[config.mk]
export PLATFORM = sky130hd
export DESIGN_NAME = trap_sequencer
export DESIGN_NICKNAME = d
export VERILOG_FILES = /design/src/rtl/trap_sequencer.sv
export SDC_FILE = /design/constraint.sdc
export NUM_CORES = 1
export LEC_CHECK = 0
export ABC_CLOCK_PERIOD_IN_PS = 2700
export BUFFER_PORTS_ARGS = -buffer_cell sky130_fd_sc_hd__buf_2
export CORE_MARGIN = 1.5
export CORE_UTILIZATION = 35
export CTS_CLUSTER_DIAMETER = 30
export DETAILED_ROUTE_END_ITERATION = 8
export PLACE_DENSITY = 0.7
export SYNTH_ARGS = -nofsm -noshare
export SYNTH_HDL_FRONTEND = slang
export SYNTH_SLANG_ARGS = --single-unit
[constraint.sdc]
create_clock -name clk -period 2.7 [get_ports clk]
set_input_delay 0.405 -clock clk [delete_from_list [all_inputs] [get_ports clk]]
set_output_delay 0.405 -clock clk [all_outputs]
set_load 0.01 [all_outputs]
[src/rtl/trap_sequencer.sv]
// trap_sequencer: turns trap/MRET/CSR requests and boundary interrupts into CSR bus ops (csr_*) and one rsp_* response each; req_* in, irq/bnd mirrors in, irq_taken pulse out
module trap_sequencer #(
  parameter logic [3:0] CAUSE_ILLEGAL = 4'd2,
  parameter logic [3:0] CAUSE_SW_IRQ = 4'd3,
  parameter logic [3:0] CAUSE_EXT_IRQ = 4'd11
) (
  input  logic        clk,
  input  logic        reset,
  input  logic        req_valid,
  output logic        req_ready,
  input  logic [1:0]  req_kind,
  input  logic [3:0]  req_cause,
  input  logic [2:0]  req_csr_op,
  input  logic [11:0] req_csr_addr,
  input  logic [31:0] req_wdata,
  input  logic [31:0] req_pc,
  input  logic        irq_ext,
  input  logic        irq_sw,
  input  logic        mstatus_mie,
  input  logic        mie_meie,
  input  logic        mie_msie,
  input  logic        bnd_valid,
  input  logic [31:0] bnd_pc,
  output logic [2:0]  csr_op,
  output logic [11:0] csr_addr,
  output logic [31:0] csr_wdata,
  input  logic [31:0] csr_rdata,
  input  logic        csr_fault,
  output logic        rsp_valid,
  output logic        rsp_redirect,
  output logic [31:0] rsp_pc,
  output logic [31:0] rsp_rdata,
  output logic        irq_taken
);
  typedef enum logic [2:0] {IDLE, ISSUE, WAIT, TRAP_ISSUE, TRAP_WAIT, RESP} state_t;
  state_t state;
  logic mret;
  logic [31:0] pc;
  logic ext_ok;
  logic [3:0] exc_cause;
  assign ext_ok = irq_ext & mie_meie;
  assign irq_taken = (state == IDLE) & ~reset & bnd_valid & mstatus_mie & (ext_ok | (irq_sw & mie_msie));
  assign req_ready = (state == IDLE) & ~reset & ~irq_taken;
  assign exc_cause = req_kind == 2'b11 ? CAUSE_ILLEGAL : req_cause;
  always_ff @(posedge clk)
    if (reset) begin
      state <= IDLE;
      mret <= 1'b0;
      pc <= '0;
      csr_op <= 3'b100;
      csr_addr <= '0;
      csr_wdata <= '0;
      rsp_valid <= 1'b0;
      rsp_redirect <= 1'b0;
      rsp_pc <= '0;
      rsp_rdata <= '0;
    end else begin
      csr_op <= 3'b100;
      csr_addr <= '0;
      csr_wdata <= '0;
      rsp_valid <= 1'b0;
      case (state)
        IDLE:
          if (irq_taken) begin
            state <= TRAP_ISSUE;
            csr_op <= 3'b000;
            csr_addr <= {7'b0, 1'b1, (ext_ok ? CAUSE_EXT_IRQ : CAUSE_SW_IRQ)};
            csr_wdata <= bnd_pc;
          end else if (req_valid) begin
            mret <= req_kind == 2'b01;
            pc <= req_pc;
            if (req_kind[1] ^ req_kind[0]) begin
              state <= ISSUE;
              csr_op <= req_kind[0] ? 3'b001 : req_csr_op;
              csr_addr <= req_kind[0] ? '0 : req_csr_addr;
              csr_wdata <= req_kind[0] ? '0 : req_wdata;
            end else begin
              state <= TRAP_ISSUE;
              csr_op <= 3'b000;
              csr_addr <= {8'b0, exc_cause};
              csr_wdata <= req_pc;
            end
          end
        ISSUE: state <= WAIT;
        WAIT:
          if (~mret & csr_fault) begin
            state <= TRAP_ISSUE;
            csr_op <= 3'b000;
            csr_addr <= {8'b0, CAUSE_ILLEGAL};
            csr_wdata <= pc;
          end else begin
            state <= RESP;
            rsp_valid <= 1'b1;
            rsp_redirect <= mret;
            rsp_pc <= mret ? csr_rdata : rsp_pc;
            rsp_rdata <= mret ? rsp_rdata : csr_rdata;
          end
        TRAP_ISSUE: state <= TRAP_WAIT;
        TRAP_WAIT: begin
          state <= RESP;
          rsp_valid <= 1'b1;
          rsp_redirect <= 1'b1;
          rsp_pc <= csr_rdata;
        end
        RESP: state <= IDLE;
        default: state <= IDLE;
      endcase
    end
endmodule

=== Word-level counts from Yosys, hierarchy flattened ===
Cells that the tools add are included.

* Flip-flop bits (word level): 149
* Input port bits: 159
* Output and inout bits: 115
* Word-level logic and storage cells: 71

* Equal/unequal tests: 9
* Muxes and demuxes: 32
* Bitwise logic cells: 14
* Reduce and logical (&&, ||, !) cells: 6

{| class="wikitable"
|+ Operators by type and width
! operator !! count
|-
| $mux 32 || 7
|-
| $pmux 32 s2 || 2
|-
| $mux 12 || 4
|-
| $mux 3 || 8
|-
| $pmux 12 s2 || 1
|-
| $pmux 3 s5 || 1
|-
| $reduce_and 3->1 || 3
|-
| $and 1x1->1 || 8
|-
| $mux 4 || 2
|-
| $eq 3x2->1 const B || 2
|-
| $pmux 3 s2 || 1
|-
| $mux 2 || 2
|-
| $ne 2x2->1 const B || 2
|-
| $not 1->1 || 4
|-
| $pmux 1 s2 || 2
|-
| $eq 3x1->1 const B || 1
|-
| $eq 3x3->1 const B || 1
|-
| $logic_not 3->1 || 1
|-
| $ne 3x3->1 const B || 1
|-
| $eq 2x1->1 const B || 1
|-
| $eq 2x2->1 const B || 1
|-
| $mux 1 || 2
|-
| $reduce_and 2->1 || 1
|-
| $reduce_bool 2->1 || 1
|-
| other kinds (2) || 2
|}

=== Logic depth before layout (Yosys ltp) ===
* Word-level depth: 7
* Depth in mapped cells: 8
* Mapped depth without buffers: 6

=== Least setup slack after synthesis ===
OpenSTA, ideal clock, no wires.

* Path type: input to register
* From: input req_kind[1]
* To: register csr_addr[3]
* Data arrival time: 1.795 ns
* Required time: 2.636 ns
* Path slack: 0.841 ns
* Stages: 7
* Path through: inv_1 > ha_1 > nor2_1 > clkbuf_1 > a22oi_1 > o31a_1 > nor2_1

* Longest elaborated chain between the ends: 6
* Elaborated cells on any way between the ends: 7
* Classes of those cells: eq/ne (1); mux (5); bitwise (1)

{| class="wikitable"
|+ RTL lines
! what !! line !! text
|-
| start: declaration || 11 || <nowiki>input logic [1:0] req_kind,</nowiki>
|-
| $eq 2x2->1 || 44 || <nowiki>assign exc_cause = req_kind == 2'b11 ? CAUSE_ILLEGAL : req_cause;</nowiki>
|-
| $mux 4 || 44 ||
|-
| $mux 12 (*) || 72 || <nowiki>if (req_kind[1] ^ req_kind[0]) begin</nowiki>
|-
| $mux 12 (*) || 69 || <nowiki>end else if (req_valid) begin</nowiki>
|-
| $mux 12 (*) || 64 || <nowiki>if (irq_taken) begin</nowiki>
|-
| $pmux 12 s2 (*) || 62 || <nowiki>case (state)</nowiki>
|-
| end signal: assignment || 67 || <nowiki>csr_addr <= {7'b0, 1'b1, (ext_ok ? CAUSE_EXT_IRQ : CAUSE_SW_IRQ)};</nowiki>
|-
| end signal: assignment || 75 || <nowiki>csr_addr <= req_kind[0] ? '0 : req_csr_addr;</nowiki>
|-
| end signal: assignment || 80 || <nowiki>csr_addr <= {8'b0, exc_cause};</nowiki>
|-
| end: declaration || 25 || <nowiki>output logic [11:0] csr_addr,</nowiki>
|}

Mark *: on every way between the ends. The rest lies on a longest branch, timed or not.
A chain may end at the register's enable or synchronous reset.

=== Final worst setup path ===
* From: register state[2]
* To: output irq_taken

* Longest elaborated chain between the ends: 5

{| class="wikitable"
|+ RTL lines
! what !! line !! text
|-
| start: declaration || 36 || <nowiki>state_t state;</nowiki>
|-
| start signal: assignment || 47 || <nowiki>state <= IDLE;</nowiki>
|-
| start signal: assignment || 65 || <nowiki>state <= TRAP_ISSUE;</nowiki>
|-
| start signal: assignment || 73 || <nowiki>state <= ISSUE;</nowiki>
|-
| $logic_not 3->1 || 42 || <nowiki>assign irq_taken = (state == IDLE) & ~reset & bnd_valid & mstatus_mie & (ext_ok | (irq_sw & mie_msie));</nowiki>
|-
| $and 1x1->1 (4 in series) || 42 ||
|-
| end: declaration || 33 || <nowiki>output logic irq_taken</nowiki>
|}

No other way between the ends.

==> flow_metrics.env <==
export IMPL_status="completed"
export IMPL_finalHoldViolations=0
export IMPL_grt_pass1_vias=5160
export IMPL_synth_adder_area_share_pct=0.4430
export IMPL_grt_max_degree=66
export IMPL_drv_slew=0
export IMPL_fillers=1543
export IMPL_power_frac_clock_pct=42.6
export IMPL_drc_errors=0
export IMPL_rsz0062_at_grt="false"
export IMPL_synthArstFlopShare_pct=0
export IMPL_p_int_w=0.004328
export IMPL_pwr_share_seq_pct=41.3
export IMPL_ir_worst_vdd_mv=0.3806
export IMPL_drv_cap=0
export IMPL_synth_mux_area_share_pct=5.670
export IMPL_syn_mean_instance_area_sq_um=8.953
export IMPL_drive_above_1_share_pct=36.43
export IMPL_wl_per_cell_um=15.08
export IMPL_ys_flop_type="dfxtp_1"
export IMPL_synthToLayoutAreaGrowth_pct=39.78
export IMPL_mostFrequentLayoutCell="buf_2"
export IMPL_relSlewSlack_pct=57.51
export IMPL_place_gp_congestion=0.7837
export IMPL_antenna_found_initial=0
export IMPL_combPwrFrac_pct=16.1
export IMPL_num_vias=5571
export IMPL_die_area_sq_um=16910
export IMPL_cp_arrival_ns=2.15
export IMPL_timing_fmax_mhz=391.1
export IMPL_start_kind="flip-flop"
export IMPL_synth_area_sq_um=5649
export IMPL_cts_buffers_inserted=17
export IMPL_nNetsFinal=1052
export IMPL_use_met2_pct=33.25
export IMPL_die_w_um=130.0
export IMPL_routed_via_density=4.970
export IMPL_cts_setup_buffers=0
export IMPL_grt_pass1_wl_mm=25.97
export IMPL_grt_overflow=0
export IMPL_cts_resized=0
export IMPL_worstPathMaxFanout=10
export IMPL_p_sw_share_pct=25.67
export IMPL_io_pins=274
export IMPL_yosysUniqueCellTypes=37
export IMPL_cellLeakagePower_nw=3.535
export IMPL_placed_area_sq_um=7276
export IMPL_cts_tree="done"
export IMPL_insertion_delay_ns=0.41
export IMPL_clk_pin_slew_ns=0.06
export IMPL_ant_nets=0
export IMPL_fin_worst_skew_ns=0.01028
export IMPL_worstSetupPathType="flip-flop to output port"
export IMPL_root_buffer="clkbuf_16"
export IMPL_setup_ws_ns=0.1434
export IMPL_ys_seq_area_share_pct=52.80
export IMPL_hp_class="input port to flip-flop"
export IMPL_tightest_slew_ns=0.6353
export IMPL_setup_viol=0
export IMPL_required_ns=2.30
export IMPL_yosysWarnings=0
export IMPL_clock_path_buffers=2
export IMPL_firstDrtPassIters=7
export IMPL_final_cell_area_sq_um=7896
export IMPL_cts_hold_buf=0
export IMPL_drt_iter0_drc=340
export IMPL_fin_hold_ws_ns=0.1935
export IMPL_dp_hpwl_mm=11.82
export IMPL_synth_area_top_cells="dfxtp_1, nand2_1, a21oi_1"
export IMPL_die_h_um=130.0
export IMPL_final_cell_mix="buf_2, dfxtp_1, nand2_1"
export IMPL_gr_max_usage_layer="met2"
export IMPL_clkSinkCount=149
export IMPL_finalSetupTns_ns=0
export IMPL_synth_nets=792
export IMPL_post_route_min_period_ns=2.557
export IMPL_switching_power_w=0.001495
export IMPL_yosys_area_share_simple_pct=17.85
export IMPL_met3_usage_pct=7.708
export IMPL_synth_edff_count=0
export IMPL_grt_total_usage_pct=19.69
export IMPL_fin_crit_sh_pct=94.69
export IMPL_yosysTopAreaCellShare_pct=52.80
export IMPL_synth_compound_area_share_pct=19.18
export IMPL_met1_usage_pct=22.40
export IMPL_place_worst_setup_slack_ns=0.4555
export IMPL_start_util_pct=35.69
export IMPL_h_tree_depth=4
export IMPL_drt_total_wl_mm=16.91
export IMPL_fin_util_pct=49.89
export IMPL_postSynthCellCount=631
export IMPL_power_density_nw_per_um2=737.3
export IMPL_rows=46
export IMPL_ys_ff_latch=149
export IMPL_yosys_area_top_type="dfxtp_1"
export IMPL_coreArea_sq_um=15830
export IMPL_placement_io_buffers=273
export IMPL_synth_top_family_by_area="compound AO/OA/AOI/OAI gates"
export IMPL_endpoint_kind="output port"
export IMPL_synth_xor_area_share_pct=0
-- cells by family after synthesis --
| kind of cell | after synthesis |
|---|---|
| buffers and inverters | 55 |
| DFF | 149 |
| adders and majority gates | 2 |
| muxes | 32 |
| AOI/OAI and AO/OA | 152 |
| and+or+nand+nor | 241 |
-- final timing paths --
kind                        end  slack [ns]  cells past startpoint            start
hold reg to reg    rsp_rdata[4]        0.45                      2     rsp_rdata[4]
setup reg to reg  csr_wdata[24]        0.64                      5         state[2]
hold / removal      csr_addr[8]        0.19                      2  req_csr_addr[8]
setup / recovery      irq_taken        0.14                      3         state[2]
-- cell usage after synthesis (2+ instances only) --
library cell and number:
nand2_1 133, buf_2 15, a22oi_1 3, ha_1 2
a211oi_1 3, dfxtp_1 149, nand3b_1 2, a22o_1 32
nor3_1 3, nor2_1 75, nand2b_1 6, a222oi_1 32
and2_1 8, clkbuf_1 36, inv_1 3, or4_1 3
mux2i_1 32, nor4_1 4, or3_1 2, o21ai_0 3
a21oi_1 69
-- through the flow --
stage,instances,power (W)
after floorplan,631,0.003001
after global placement,1088,0.003381
after detailed placement,1088,0.003394
after CTS,1119,0.005882
after global routing,1119,0.006086
final,1121,0.005822
-- sequential cells by signal (all words and copies together) (netlist names) --
register	flops
csr_wdata	32
csr_addr	12
state	3
mret	1
pc	32
rsp_rdata	32
rsp_redirect	1
csr_op	3
rsp_pc	32
rsp_valid	1
-- cell type report --
| cell class | count | area, sq um | share of cell area, % |
|---|---|---|---|
| flip-flops and latches | 149 | 2983 | 37.78 |
| multi-input cells | 427 | 2467 | 31.25 |
| repair buffers | 293 | 1544 | 19.55 |
| clock buffers | 22 | 464.2 | 5.879 |
| well taps | 216 | 270.3 | 3.423 |
| clock inverters | 9 | 151.4 | 1.917 |
| inverters | 3 | 11.26 | 0.1426 |
| diodes | 2 | 5.005 | 0.06338 |
-- per-layer routing --
metal | wire [um] | vias to the layer above
met5 | 0 | -
met4 | 241 | 0
met3 | 1732 | 15
met2 | 8134 | 262
met1 | 6800 | 2545
li1 | - | 2749
-- worst max-delay path, stage by stage (launching register included) --
cell,delay [ns]
dfxtp_1,0.31
or4_1,0.64
nor3_4,0.54
buf_2,0.25
-- power groups by stage --
stage               Combinational [W]  Clock [W]  Sequential, W
floorplan                    0.000510          0        0.00249
global placement             0.000934          0        0.00245
detailed placement           0.000943          0        0.00245
CTS                          0.000946    0.00253        0.00240
global route                  0.00104    0.00262        0.00242
finish                       0.000939    0.00248        0.00240
Power figures use the tool's default switching activity.
